### config.mk
export PLATFORM = sky130hd
export DESIGN_NAME = uart_tx_fifo
export DESIGN_NICKNAME = d
export VERILOG_FILES = /design/src/rtl/uart_tx_fifo.sv
export SDC_FILE = /design/constraint.sdc
export NUM_CORES = 1
export LEC_CHECK = 0
export BUFFER_PORTS_ARGS = -buffer_cell sky130_fd_sc_hd__buf_2
export CELL_PAD_IN_SITES_DETAIL_PLACEMENT = 2
export CELL_PAD_IN_SITES_GLOBAL_PLACEMENT = 2
export CORE_MARGIN = 3
export CORE_UTILIZATION = 35
export CTS_BUF_LIST = sky130_fd_sc_hd__clkbuf_4 sky130_fd_sc_hd__clkbuf_8 sky130_fd_sc_hd__clkbuf_16
export DETAILED_ROUTE_END_ITERATION = 10
export PLACE_DENSITY_LB_ADDON = 0.1
export REMOVE_ABC_BUFFERS = 1
export SYNTH_ARGS = -nofsm -noshare
export SYNTH_HDL_FRONTEND = slang
export SYNTH_SLANG_ARGS = --single-unit
### constraint.sdc
create_clock -name clk -period 4 [get_ports clk]
set_input_delay 0.2 -clock clk [delete_from_list [all_inputs] [get_ports clk]]
set_output_delay 0.2 -clock clk [all_outputs]
set_load 0.01 [all_outputs]
### src/rtl/uart_tx_fifo.sv
// UART transmitter with an integrated transmit FIFO.
// Frames are streamed back-to-back while the FIFO holds data.
module uart_tx_fifo #(
    parameter int CLKS_PER_BAUD = 104,
    parameter int DATA_BITS     = 8,
    parameter int PARITY        = 0,
    parameter int STOP_BITS     = 1,
    parameter int FIFO_DEPTH    = 16
) (
    input  logic                        clk,
    input  logic                        rst,
    input  logic [DATA_BITS-1:0]        din,
    input  logic                        valid,
    output logic                        ready,
    output logic                        uart,
    output logic                        busy,
    output logic [$clog2(FIFO_DEPTH):0] level,
    output logic                        overflow
);

    localparam int AW = $clog2(FIFO_DEPTH);
    localparam int LW = AW + 1;
    localparam int CW = $clog2(CLKS_PER_BAUD);
    localparam int BW = 4;

    localparam logic [CW-1:0] RELOAD    = CW'(CLKS_PER_BAUD - 1);
    localparam logic [LW-1:0] FULL      = LW'(FIFO_DEPTH);
    localparam logic [BW-1:0] LAST_DATA = BW'(DATA_BITS - 1);
    localparam logic [BW-1:0] LAST_STOP = BW'(STOP_BITS - 1);
    localparam logic          ODD       = (PARITY == 1);
    localparam logic          HAS_PAR   = (PARITY != 0);

    typedef enum logic [2:0] {
        S_IDLE,
        S_START,
        S_DATA,
        S_PAR,
        S_STOP
    } state_t;

    state_t state, state_n;

    logic [DATA_BITS-1:0] mem [FIFO_DEPTH];
    logic [AW-1:0]        wr_ptr, rd_ptr;
    logic [DATA_BITS-1:0] head;
    logic [DATA_BITS-1:0] shreg, shreg_n;
    logic                 par, par_n;
    logic [CW-1:0]        cnt, cnt_n;
    logic [BW-1:0]        bit_idx, bit_n;
    logic                 push, pop, tick, empty;

    assign ready = (level != FULL);
    assign empty = (level == '0);
    assign push  = valid & ready;
    assign head  = mem[rd_ptr];
    assign tick  = (cnt == '0);
    assign busy  = (state != S_IDLE) | ~empty;

    always_ff @(posedge clk) begin
        if (push) begin
            mem[wr_ptr] <= din;
        end
    end

    always_ff @(posedge clk) begin
        if (rst) begin
            wr_ptr   <= '0;
            rd_ptr   <= '0;
            level    <= '0;
            overflow <= 1'b0;
        end else begin
            if (push) begin
                wr_ptr <= wr_ptr + AW'(1);
            end
            if (pop) begin
                rd_ptr <= rd_ptr + AW'(1);
            end
            level <= level + LW'(push) - LW'(pop);
            if (valid & ~ready) begin
                overflow <= 1'b1;
            end
        end
    end

    always_ff @(posedge clk) begin
        if (rst) begin
            state   <= S_IDLE;
            cnt     <= '0;
            bit_idx <= '0;
            shreg   <= '0;
            par     <= 1'b0;
        end else begin
            state   <= state_n;
            cnt     <= cnt_n;
            bit_idx <= bit_n;
            shreg   <= shreg_n;
            par     <= par_n;
        end
    end

    // Every bit period ends on tick; the timer reloads on any transition.
    always_comb begin
        state_n = state;
        cnt_n   = tick ? RELOAD : cnt - CW'(1);
        bit_n   = bit_idx;
        shreg_n = shreg;
        par_n   = par;
        pop     = 1'b0;
        unique case (state)
            S_IDLE: begin
                cnt_n = RELOAD;
                if (!empty) begin
                    pop     = 1'b1;
                    shreg_n = head;
                    par_n   = (^head) ^ ODD;
                    state_n = S_START;
                end
            end
            S_START: begin
                if (tick) begin
                    bit_n   = '0;
                    state_n = S_DATA;
                end
            end
            S_DATA: begin
                if (tick) begin
                    shreg_n = shreg >> 1;
                    if (bit_idx == LAST_DATA) begin
                        bit_n   = '0;
                        state_n = HAS_PAR ? S_PAR : S_STOP;
                    end else begin
                        bit_n = bit_idx + BW'(1);
                    end
                end
            end
            S_PAR: begin
                if (tick) begin
                    bit_n   = '0;
                    state_n = S_STOP;
                end
            end
            S_STOP: begin
                if (tick) begin
                    if (bit_idx != LAST_STOP) begin
                        bit_n = bit_idx + BW'(1);
                    end else if (!empty) begin
                        pop     = 1'b1;
                        shreg_n = head;
                        par_n   = (^head) ^ ODD;
                        state_n = S_START;
                    end else begin
                        state_n = S_IDLE;
                    end
                end
            end
            default: begin
                state_n = S_IDLE;
            end
        endcase
    end

    always_comb begin
        uart = 1'b1;
        unique case (state)
            S_START: uart = 1'b0;
            S_DATA:  uart = shreg[0];
            S_PAR:   uart = par;
            default: uart = 1'b1;
        endcase
    end

endmodule
==> impl.org, run 1 <==
** Status
- Status :: finished, final reports clean

** Clock network
- Max Root-Sink Buffers :: 2
- Once the clock tree was built, the resizer swapped 0 gates to a different size.
- TritonCTS Sinks :: 169
- Clk root buf :: sky130_fd_sc_hd__clkbuf_16
- TritonCTS built the clock tree.
- Clock buffers created by TritonCTS :: 17
- Number of H-tree branching levels :: 4
- Clock-pin slew on the worst setup and hold paths :: 0.07 ns
- In this run, post-CTS hold repair placed 0 buffers.
- Source-to-sink clock delay at the later pin of the worst-skew pair :: around 0.43 ns
- Once the clock tree was built, the setup fixing pass inserted 0 buffers.

** Synth
- The share of synthesized area in the top cell type comes to 55.3%.
- In the synthesized netlist the async set-or-reset flop fraction comes to 0%.
- Syn Area/Cell :: ~16 µm²
- Instance count of the mapped netlist :: about 450
- Among all flip-flop cells after synthesis, the most frequent one is sky130_fd_sc_hd__edfxtp_1.
- In this run, synthesis produced a sequential element count of 169.
- sky130_fd_sc_hd__edfxtp_1 is the most common cell in the netlist.
- Synthesis instantiated 45 different standard cells from the library.
- Portion of the post-synthesis area used by sequential elements :: around two thirds
- Commonest cells in the netlist :: sky130_fd_sc_hd__edfxtp_1 (128), sky130_fd_sc_hd__nor2_1 (52), sky130_fd_sc_hd__dfxtp_1 (41)
- Largest cells by area after synthesis :: sky130_fd_sc_hd__edfxtp_1 (55%), sky130_fd_sc_hd__dfxtp_1 (12%), sky130_fd_sc_hd__mux4_2 (8.1%)
- The synthesized design spends more area on one cell type than any other, namely sky130_fd_sc_hd__edfxtp_1.
- For this run, the number of Yosys warnings is 0.
- Cell area after synthesis :: 6960 µm²
- Number of synthesized flops with an enable pin :: 128

** Floorplan
- Floorplan row count :: 50
- Die area :: 21600 µm²
- For this design the top-level I/O count stands at 20.
- Die outline height :: 147 µm
- Starting density of the core :: 36.3%
- Area of the core region :: between 15000 and 20000 µm²
- Width of the die :: between 100 and 150 µm

** Critical path
- Cells traversed along the worst timing path :: inv_1 > ha_1 > or3b_1 > nor4_4 > nand2_1 > a21oi_2 > xor2_1 > ha_1 > inv_1 > fa_1 > inv_1 > a21oi_1 > nor2_1 > or3_1 > a21oi_1
- Data arrival time of the critical path :: 3.52 ns
- Path type of the worst setup path :: register to register
- In this run the worst path has a maximum fanout of 6.
- Measured in cells, the most critical reg-to-reg path has a length of 15.
- The endpoint identified for the worst register-to-register timing path is level[4].
- Reg2Reg Setup Slack :: 0.82 ns
- Tracing the worst setup path back leads to its startpoint at cnt[0].
- Crit path capture type :: register
- In this design, the critical path's most frequently occurring cell is sky130_fd_sc_hd__inv_1.
- The slowest stage of the critical path belongs to the cell sky130_fd_sc_hd__or3b_1.
- Crit-path max cell delay :: 0.45 ns
- STA classifies the critical path startpoint as a register.
- The critical path ends at level[4].
- For the worst setup path, the data required time is between 4 and 5 ns.
- The startpoint identified for the worst register-to-register timing path is cnt[0].

** Detailed routing
- After detailed routing, the number of remaining DRC violations is 0.
- Initial DRT Pass Iterations :: 4
- Iter 0 DRT Violations :: 208
- Vias/cell :: about 5.1
- Routed via count :: 3776
- The detail route stage leaves a number of antenna-violating nets equal to 0.
- Routed length per placed instance :: 21.7 µm
- After detailed routing, the total wire length is between 15 and 20 mm.

** Placement
- Input and output buffers added on the ports amount to 19.
- Routability-driven placement finished with a final weighted congestion of between 0.7 and 0.8.
- Placement-stage worst setup slack :: 0.738 ns
- Summing all placed instances gives a cell area of 7330 µm².
- Detailed placement HPWL :: 10.6 mm

** Worst hold path
- In this run the worst hold path is classified as input pin to register.

** Pwr
- Net switching is 32.7% of the power.
- Sequential cells burn ~40% of the power.
- Combinational share of power :: roughly 29%
- For this design the static power due to leakage is 2.69 nW.
- Max IR drop VDD :: 310 µV
- The share of total power dissipated in the clock network is 31.0%.
- Summed over all nets, the switching power comes to 1.79 mW.
- Internal power comes to 3.68 mW.
- Pwr Density :: approximately 700 nW/µm²

** GRT
- For this run the aggregate overflow at the end of global routing stands at 0.
- In the global route stage, overall resource usage came out at 15.7%.
- Entering global routing, the biggest net connects 40 pins.
- First-pass GRT wire length :: 25.0 mm
- Number of global-route vias before repair :: 4203
- Antenna violations before repair :: 0

** Cells and area
- After filler insertion, the fill cell instance count of the layout stands at 1885.
- The repair_antennas step left the layout with diodes totalling 0.
- Fin nets :: 496
- Area added between synthesis and finish :: 14.1%
- Summing all flip-flop and latch instances after layout gives 4670 µm².
- Multi-input gate area :: 2120 µm²
- Final instance area :: around 7900 µm²
- Final Util :: 41.5%
- Ratio of cells with drive above 1 in the final layout :: 19.4%

** STA
- Dividing the final minimum period by the clock period gives roughly 80%.
- Hold timing on the final database bottoms out at a slack of 0.0208 ns.
- The worst path needs approximately 3.2 ns of the cycle, external delays included.
- Derived from the worst setup path, the maximum achievable clock frequency is ~0.31 GHz.
- Transition at the pin with the smallest max-transition slack :: 0.942 ns
- On the final layout, the worst clock skew is around 0.012 ns.
- The number of hold violations in the final report came to 0.
- In the final timing run, aggregate negative setup slack is 0 ns.
- Relative slew slack :: 36.9%
- Setup slack after layout :: 0.824 ns
- The final max-slew violation count came to 0.
- Final count of negative-setup-slack endpoints :: 0
- Setup repair after global routing missed its margin :: false

** Run
- Max-cap viol count :: 0
-- worst min-delay path by stage --
stage	start	end	slack [ns]	cells past startpoint
2_1_floorplan	rst	level[1]	0.27	1
3_3_place_gp	cnt[0]	cnt[0]	0.44	1
3_5_place_dp	overflow	overflow	0.46	2
4_1_cts	valid	overflow	0.01	3
5_1_grt	valid	overflow	0.02	3
6_report	valid	overflow	0.02	3
-- cells in the final DEF, fill, tap and decap left out, types with 2 or more instances in the layout --
master                        n
sky130_fd_sc_hd__a21oi_1     16
sky130_fd_sc_hd__a22oi_1     17
sky130_fd_sc_hd__and2_1       2
sky130_fd_sc_hd__buf_2       19
sky130_fd_sc_hd__buf_4        6
sky130_fd_sc_hd__clkbuf_16   17
sky130_fd_sc_hd__clkinv_4     4
sky130_fd_sc_hd__clkinv_8     2
sky130_fd_sc_hd__dfxtp_1     40
sky130_fd_sc_hd__edfxtp_1   128
sky130_fd_sc_hd__ha_1        13
sky130_fd_sc_hd__inv_1       15
sky130_fd_sc_hd__inv_8        7
sky130_fd_sc_hd__mux2_2       7
sky130_fd_sc_hd__mux2i_1      9
sky130_fd_sc_hd__mux4_1       7
sky130_fd_sc_hd__mux4_2      25
sky130_fd_sc_hd__nand2_1     22
sky130_fd_sc_hd__nand2b_1     6
sky130_fd_sc_hd__nand3_1      4
sky130_fd_sc_hd__nand4_1      2
sky130_fd_sc_hd__nor2_1      52
sky130_fd_sc_hd__nor2b_1      4
sky130_fd_sc_hd__nor3_1       8
sky130_fd_sc_hd__o21ai_0      3
sky130_fd_sc_hd__o21ai_1      2
sky130_fd_sc_hd__o31ai_1      2
sky130_fd_sc_hd__or3_1        2
sky130_fd_sc_hd__xnor2_1     14
sky130_fd_sc_hd__xor2_1       9
-- through the flow --
| stage | std cells | power, mW |
|---|---|---|
| 2_1_floorplan | 426 | 3.35 |
| 3_3_place_gp | 712 | 3.81 |
| 3_5_place_dp | 712 | 3.86 |
| 4_1_cts | 744 | 5.56 |
| 5_1_grt | 744 | 5.81 |
| 6_report | 744 | 5.47 |
-- worst max-delay path: cells and delay by family (launching register included) --
kind	cells	cell delay, ns
AOI/OAI and AO/OA	3	0.62
DFF	1	0.33
xor gates and xnor gates	1	0.12
and+or+nand+nor	5	1.25
buffers and inverters	3	0.18
adders and majority gates	3	0.60
-- registers in the layout, summed over array words and instances (netlist names), named ones only --
signal	flops
rd_ptr	4
cnt	7
mem	128
bit_idx	4
shreg	8
wr_ptr	4
level	5
par	1
overflow	1
state	3
-- layout make-up --
| type | instances | share of cell area (%) |
|---|---|---|
| clock buffer | 18 | 5.46 |
| clock inverter | 14 | 2.22 |
| inverter | 15 | 0.710 |
| multi-input combinational | 242 | 26.7 |
| sequential | 169 | 58.8 |
| tap | 260 | 4.10 |
| timing repair buffer | 26 | 2.02 |
-- power groups by stage --
stage / logic [mW] / clock network, mW / registers [mW]
after floorplan: 1.12 / 0 / 2.23
after global routing: 1.76 / 1.81 / 2.24
after global placement: 1.57 / 0 / 2.24
after detailed placement: 1.60 / 0 / 2.25
final: 1.57 / 1.70 / 2.21
after CTS: 1.61 / 1.73 / 2.22
-- metal layers --
layer	routed length, µm	part of all wire (%)	track usage (%)
met5	0	0	0
met4	169	1.0	4.33
met3	368	2.3	3.58
met2	8490	52	27.7
met1	7150	44	19.6
-- kinds of logic after synthesis --
logic type | Yosys count | share of synthesized area, %
flip-flops | 169 | 67.1
AND/OR/NAND/NOR | 110 | 7.41
multiplexers | 48 | 13.2
AO/OA/AOI/OAI | 47 | 4.35
buffers and inverters | 35 | 2.50
XOR/XNOR | 23 | 2.90
adder cells (fa/ha/maj) | 14 | 2.63
(Power assumes the default switching activity.)
==> inputs of run 2 (changes only) <==
==> constraint.sdc (replaced) <==
create_clock -name clk -period 2.74 [get_ports clk]
set_input_delay 0.137 -clock clk [delete_from_list [all_inputs] [get_ports clk]]
set_output_delay 0.137 -clock clk [all_outputs]
set_load 0.01 [all_outputs]
==> impl.org, run 2 (synthesized netlist as in run 1, its figures left out) <==
** Critical path
- The critical path goes through inv_2 > ha_4 > or3b_4 > nor4_4 > nand2_2 > a21oi_4 > xor2_2 > ha_2 > inv_2 > fa_2 > buf_4 > buf_6 > xor2_2 > nor2_1.
- For the worst setup path, the data arrival time is 3.07 ns.
- The worst setup path is of the register to register kind.
- Startpoint class of the critical path :: register
- Required @ worst endpoint :: just over 3 ns
- Along the worst path, the maximum fanout reaches 2.
- Crit-path slowest cell :: sky130_fd_sc_hd__or3b_4
- Crit path capture type :: register
- Crit-path max cell delay :: 0.39 ns

** Clock network
- Clock tree synthesis inserted a total of 17 buffers.
- TritonCTS Sinks :: 169
- The cell sitting at the root of the clock tree is a sky130_fd_sc_hd__clkbuf_16.
- The H-tree was split into 4 levels.
- Source-to-sink clock delay at the later pin of the worst-skew pair :: 0.43 ns
- TritonCTS built the clock tree.
- Max Root-Sink Buffers :: 2
- Clock-pin slew on the worst setup and hold paths :: 0.07 ns

** STA
- Worst-case clock skew :: 0.0123 ns
- Clock period minus worst slack :: 2.78 ns
- Setup violations remaining at the end of the flow were counted as 2.
- The number of hold violations in the final report came to 0.
- The final max-slew violation count is 0.
- Setup slack after layout :: -0.0445 ns
- Measured against its own limit, the worst slew margin works out to 46.8%.
- Setup repair after global routing could not meet its margin everywhere.
- Tightest hold margin :: 0.106 ns
- Crit share post-route :: 102%
- Transition at the pin with the smallest max-transition slack :: 0.798 ns
- Based on the critical path, the design can be clocked at up to 0.359 GHz.

** Pwr
- The analysis attributes to cell leakage a power of 2.87 nW.
- The design draws 8.30 mW.
- Pwr Density :: 1000 nW/µm²
- VDD sags by at most 489 µV.

** Status
- The checks that failed: setup timing.
- The flow ran to the end, but the final reports show violations.

** Worst hold path
- Kind of path behind the tightest hold check :: input pin to register

** Detailed routing
- Routed wire length :: 16.4 mm
- The count of nets left with antenna violations once routing finished came out at 0.
- Detailed routing inserted a total of 3900 vias.
- After detailed routing, the number of remaining DRC violations is 0.
- Iter 0 DRT Violations :: 233
- Initial DRT Pass Iterations :: 4
- In the routed layout, each cell is associated on average with a via count of approximately 5.0.
- After detailed routing, the average wire length per cell comes to around 21 µm.

** Floorplan
- In this run the standard cell core region covers 19100 µm².
- Width of the die :: 147 µm
- Die outline height :: between 100 and 150 µm
- Number of top-level pins :: 20
- Starting density of the core :: 36.3%
- The die covers 21600 µm².
- The initialized floorplan defines 50 standard-cell rows.

** Placement
- Global placer's final weighted congestion :: 0.752
- In this run, placement finished with an instance count of between 700 and 800.
- Port Buf Inserts :: 19
- After legalization and detailed placement, the total HPWL measured 10.6 mm.

** Cells and area
- The largest registers in the layout are mem x128, shreg x8, cnt x7.
- Most frequent cells in the layout :: sky130_fd_sc_hd__edfxtp_1 (128), sky130_fd_sc_hd__nor2_1 (52), sky130_fd_sc_hd__dfxtp_1 (39)
- Final Util :: 43.3%
- For this run, the number of standard cells in the final layout without fillers is 780.
- Ratio of cells with drive above 1 in the final layout :: 27.7%
- Number of inserted diodes :: 0
- Counting flops per register, the top entry is mem.
- The register with the most flip-flops in the layout has 128 of them.
- Fin nets :: ~530
- The layout has 1882 filler cells.
- Relative to the synthesized area, the layout overhead comes to 19.1%.
- The library cell used most frequently in the layout, excluding fill and tap cells, is sky130_fd_sc_hd__edfxtp_1.

** GRT
- The initial antenna violation count was 0.
- Entering global routing, the biggest net connects 40 pins.
- Global routing used ~16% of the available tracks across all layers.
- The first global-routing pass estimated 25.7 mm of wire.
- Congestion Overflow GR :: 0
- The via count of the first global-routing pass is 4281.

** Run
- Max-cap viol count :: 0
==> run 2: changes by cell type in the layout (fill, tap and decap cells not counted), sizes merged <==
cell,delta
buf,+35
bufinv,-1
clkbuf,-1
clkinv,-1
clkinvlp,+2
dlygate4sd3,+1
inv,+1
==> run 2: timing repair <==
| item | 4_1_cts | 5_1_grt |
|---|---|---|
| setup endpoints to repair | 3 | 14 |
| setup buffers | 6 | 3 |
| pin swaps | 1 | 4 |
| resized for setup | 11 | 10 |
| hold buffers | 1 | 0 |
| endpoints found under the hold margin | 1 | 0 |
==> run 2: layer usage <==
metal | up-vias | GRT usage [%] | share of wire (%) | wire length (µm)
li1 | 1804 | - | - | -
met1 | 2047 | 20.4 | 44 | 7170
met5 | - | 0 | 0 | 0
met4 | 0 | 4.19 | 0.99 | 162
met2 | 37 | 27.6 | 53 | 8650
met3 | 12 | 3.64 | 2.4 | 386
==> run 2: area by class of cell <==
| cell class | count | area, µm² | area share (%) |
|---|---|---|---|
| Inverter | 15 | 56.3 | 0.680 |
| Multi-Input combinational cell | 242 | 2190 | 26.5 |
| Tap cell | 260 | 325 | 3.93 |
| Clock buffer | 17 | 425 | 5.14 |
| Timing Repair Buffer | 62 | 465 | 5.62 |
| Sequential cell | 169 | 4670 | 56.3 |
| Clock inverter | 15 | 149 | 1.80 |
==> run 2: report_power, final <==
part           switching (mW)  internal, mW
Clock                    1.13          1.21
Combinational            1.46          1.35
Sequential              0.173          2.98
==> run 2: final timing paths <==
kind         startpoint         end  slack, ns  depth (start not counted)
max              cnt[0]    level[2]      -0.04                         14
min              din[6]  mem[13][6]       0.11                          1
max reg2reg      cnt[0]    level[2]      -0.04                         14
min reg2reg    overflow    overflow       0.49                          2
==> run 2: critical path: cells and delay by family (launching register included) <==
kind                     cells  cell delay [ns]
flip-flops                   1             0.32
adder cells (fa/ha/maj)      3             0.70
AO/OA/AOI/OAI                1             0.22
AND/OR/NAND/NOR              4             0.76
buffers and inverters        4             0.35
XOR/XNOR                     2             0.29
==> run 2: metrics by stage <==
step / setup TNS, ns / area (µm²) / setup WS [ns]
floorplan: -1.03 / 6840 / -0.285
global placement: -0.00472 / 7550 / -0.00472
detailed placement: -0.0831 / 7550 / -0.0497
CTS: -0.0465 / 8210 / -0.0465
global route: -1.33 / 8280 / -0.214
finish: -0.0696 / 8280 / -0.0445
==> inputs of run 3 (changes only) <==
==> config.mk (replaced) <==
export PLATFORM = sky130hd
export DESIGN_NAME = uart_tx_fifo
export DESIGN_NICKNAME = d
export VERILOG_FILES = /design/src/rtl/uart_tx_fifo.sv
export SDC_FILE = /design/constraint.sdc
export NUM_CORES = 1
export LEC_CHECK = 0
export CELL_PAD_IN_SITES_DETAIL_PLACEMENT = 2
export CELL_PAD_IN_SITES_GLOBAL_PLACEMENT = 2
export CORE_MARGIN = 3
export CORE_UTILIZATION = 35
export CTS_BUF_LIST = sky130_fd_sc_hd__clkbuf_4 sky130_fd_sc_hd__clkbuf_8 sky130_fd_sc_hd__clkbuf_16
export DETAILED_ROUTE_END_ITERATION = 10
export DONT_BUFFER_PORTS = 1
export PLACE_DENSITY_LB_ADDON = 0.1
export SLEW_MARGIN = 40
export SYNTH_ARGS = -nofsm -noshare
export SYNTH_HDL_FRONTEND = slang
export SYNTH_SLANG_ARGS = --single-unit
==> impl.org, run 3 (synthesized netlist as in run 1, its figures left out) <==
** Status
- Status :: finished, final reports clean

** Placement
- Placement-stage worst setup slack :: -0.104 ns
- Global placer's final weighted congestion :: 0.740
- The HPWL after detailed placement is 10.8 mm.
- Port Buf Inserts :: 0

** Clock network
- Number of H-tree branching levels :: 4
- Source-to-sink clock delay at the later pin of the worst-skew pair :: roughly 0.44 ns
- CTS tree :: done
- Clock tree synthesis selected as its root buffer the cell sky130_fd_sc_hd__clkbuf_16.
- Clock buffers created by TritonCTS :: 17
- Max Root-Sink Buffers :: 2
- Clock-pin slew on the worst setup and hold paths :: 0.07 ns
- The clock net in this run drives a total of 169 sinks.

** Pwr
- Of the total power, the share spent switching nets is between 30 and 40%.
- Across the VDD grid, the largest voltage drop is 437 µV.
- Power spread over the standard cell area amounts to 1000 nW/µm².
- Proportion of power drawn by flip-flops and latches :: between 30% and 40%
- Leakage dissipation :: 2.89 nW
- Reported net switching power :: approximately 2.7 mW
- Per report_power, the clock group accounts for 29.3% of the total.
- Internal power comes to 5.64 mW.
- Combinational share of power :: 33.3%

** GRT
- All-layer global routing usage :: 16.6%
- Summed over all layers, the global routing overflow is 0.
- Number of global-route vias before repair :: roughly 4500
- Entering global routing, the biggest net connects 34 pins.
- Antenna violations before repair :: 0
- The first global-routing pass estimated approximately 27 mm of wire.

** Critical path
- The worst setup path is launched from a register.
- Worst reg2reg startpoint :: cnt[1]
- The setup check on the worst reg-to-reg path leaves a slack of 0.06 ns.
- Crit path capture type :: register
- Data arrives at the worst endpoint at 3.01 ns.
- Cell repeated most along the worst path :: sky130_fd_sc_hd__inv_2
- The slowest stage of the critical path is the sky130_fd_sc_hd__or3b_4 cell.
- Critical path buffer and inverter count :: 3
- R2r endpoint :: level[4]
- Kind of cell adding the most delay to the critical path :: simple AND/OR/NAND/NOR gates
- The critical path is of the register to register type.
- Required @ worst endpoint :: ~3.1 ns
- R2r worst-path depth :: 15
- Cells traversed along the worst timing path :: inv_2 > ha_4 > or3b_4 > nor4_4 > nand2_2 > a21oi_4 > xor2_1 > ha_2 > inv_2 > fa_2 > inv_2 > a21oi_2 > nor2_2 > or3_1 > a21oi_1
- Along the worst path, the maximum fanout reaches 2.
- The largest single stage delay on the critical path is 0.39 ns.

** Floorplan
- Die outline height :: 147 µm
- Starting density of the core :: 36.3%
- Area of the core region :: 19100 µm²
- Die area :: 21600 µm²
- Width of the die :: 147 µm
- Floorplan row count :: 50
- During I/O placement, the number of pins put on the boundary was 20.

** Detailed routing
- In the final routed layout, each cell accounts on average for 21.5 µm.
- In the routed design, unresolved DRC markers number 0.
- Routed wire length :: 16.8 mm
- Iter 0 DRT Violations :: 212
- Initial DRT Pass Iterations :: 4
- Post-route ant nets :: 0
- Vias/cell :: 5.01
- Routed via count :: 3906

** Worst hold path
- The path with the worst hold slack has its endpoint at wr_ptr[0].
- Along the worst hold path, the cell count comes to 4.
- Kind of path behind the tightest hold check :: input pin to register
- The startpoint identified for the worst hold timing path is valid.

** Cells and area
- Most frequent cells in the layout :: sky130_fd_sc_hd__edfxtp_1 (128), sky130_fd_sc_hd__nor2_1 (51), sky130_fd_sc_hd__buf_4 (43)
- Registers with the highest flip-flop counts :: mem x128, shreg x8, cnt x7
- The repair_antennas step left the layout with diodes totalling 0.
- Largest register by flop count :: mem
- The layout has 1858 filler cells.
- The net count of the finished layout is 532.
- Area added between synthesis and finish :: 20.1%
- Commonest non-fill, non-tap cell in the layout :: sky130_fd_sc_hd__edfxtp_1
- The register with the most flip-flops in the layout has 128 of them.
- Ratio of cells with drive above 1 in the final layout :: 24.7%

** STA
- Worst-case clock skew :: 0.00933 ns
- Tightest hold margin :: 0.263 ns
- Final count of negative-setup-slack endpoints :: 0
- Setup slack after layout :: between 0.05 and 0.06 ns
- The worst pin sits at a relative slew slack of 49.3%.
- Derived from the worst setup path, the maximum achievable clock frequency is 0.373 GHz.
- Clock period minus worst slack :: between 2 and 3 ns
- Transition at the pin with the smallest max-transition slack :: 0.757 ns
- Count of endpoints failing hold in the final timing report :: 0
- Dividing the final minimum period by the clock period gives a little over nine tenths.
- Setup repair after global routing could not meet its margin everywhere.
- The final max-slew violation count came to 0.

** Synth
- When the netlist entered floorplanning its net count stood at 471.

** Run
- Across the run, the number of max-cap violations was 0.
run 3: cell count changes in the layout (fill, tap and decap cells not counted), sizes merged:
cell	before	now
bufinv	0	1
clkinv	5	3
dlygate4sd3	1	15
buf	61	47
clkinvlp	2	1
inv	23	24
run 3: stage by stage:
step                utilization (%)  TNS [ns]  instance area (µm²)  total power [mW]  std cells
finish                         43.7         0                 8360              8.37        779
detailed placement             39.3    -0.104                 7520              5.81        727
CTS                            43.6   -0.0638                 8350              8.47        778
floorplan                         -   -0.0183                 6970              4.99        446
global placement               39.3         0                 7520              5.72        727
global route                   43.7    -0.135                 8360              8.90        779
run 3: final cells by class:
cell class | count | area, µm² | area share (%)
clock inverter | 14 | 175 | 2.10
inverter | 15 | 56.3 | 0.674
tap | 260 | 325 | 3.89
sequential | 169 | 4670 | 55.9
timing repair buffer | 62 | 553 | 6.62
clock buffer | 17 | 425 | 5.09
multi-input combinational | 242 | 2150 | 25.8
run 3: tightest hold or removal path, stage by stage:
cell and delay [ns]:
sky130_fd_sc_hd__and2_1 0.17, sky130_fd_sc_hd__buf_4 0.20, sky130_fd_sc_hd__xnor2_1 0.08, sky130_fd_sc_hd__nor2_1 0.07
run 3: layer usage:
layer,share of wire (%),track usage [%]
met2,53,28.9
met5,0,0
met3,2.8,3.76
met4,1.2,5.13
met1,43,20.7
run 3: timing repair:
item,4_1_cts,5_1_grt
hold endpoints to repair,169,0
cloned,0,0
setup buffers,4,1
hold buffers,16,0
pin swaps,9,9
resized for setup,12,2
setup endpoints to repair,1,3
run 3: worst max path at each step:
stage	from	end	cells after the start
6_report	cnt[1]	level[4]	15
4_1_cts	cnt[1]	level[4]	15
3_3_place_gp	cnt[0]	level[4]	15
2_1_floorplan	cnt[0]	level[4]	15
5_1_grt	cnt[1]	level[4]	15
3_5_place_dp	cnt[0]	level[4]	15
run 3: power by group through the flow:
stage          sequential (mW)  clock (mW)  combinational (mW)
2_1_floorplan             3.15           0                1.84
3_3_place_gp              3.17           0                2.55
3_5_place_dp              3.18           0                2.62
4_1_cts                   3.13        2.52                2.82
5_1_grt                   3.16        2.63                3.10
6_report                  3.13        2.45                2.79
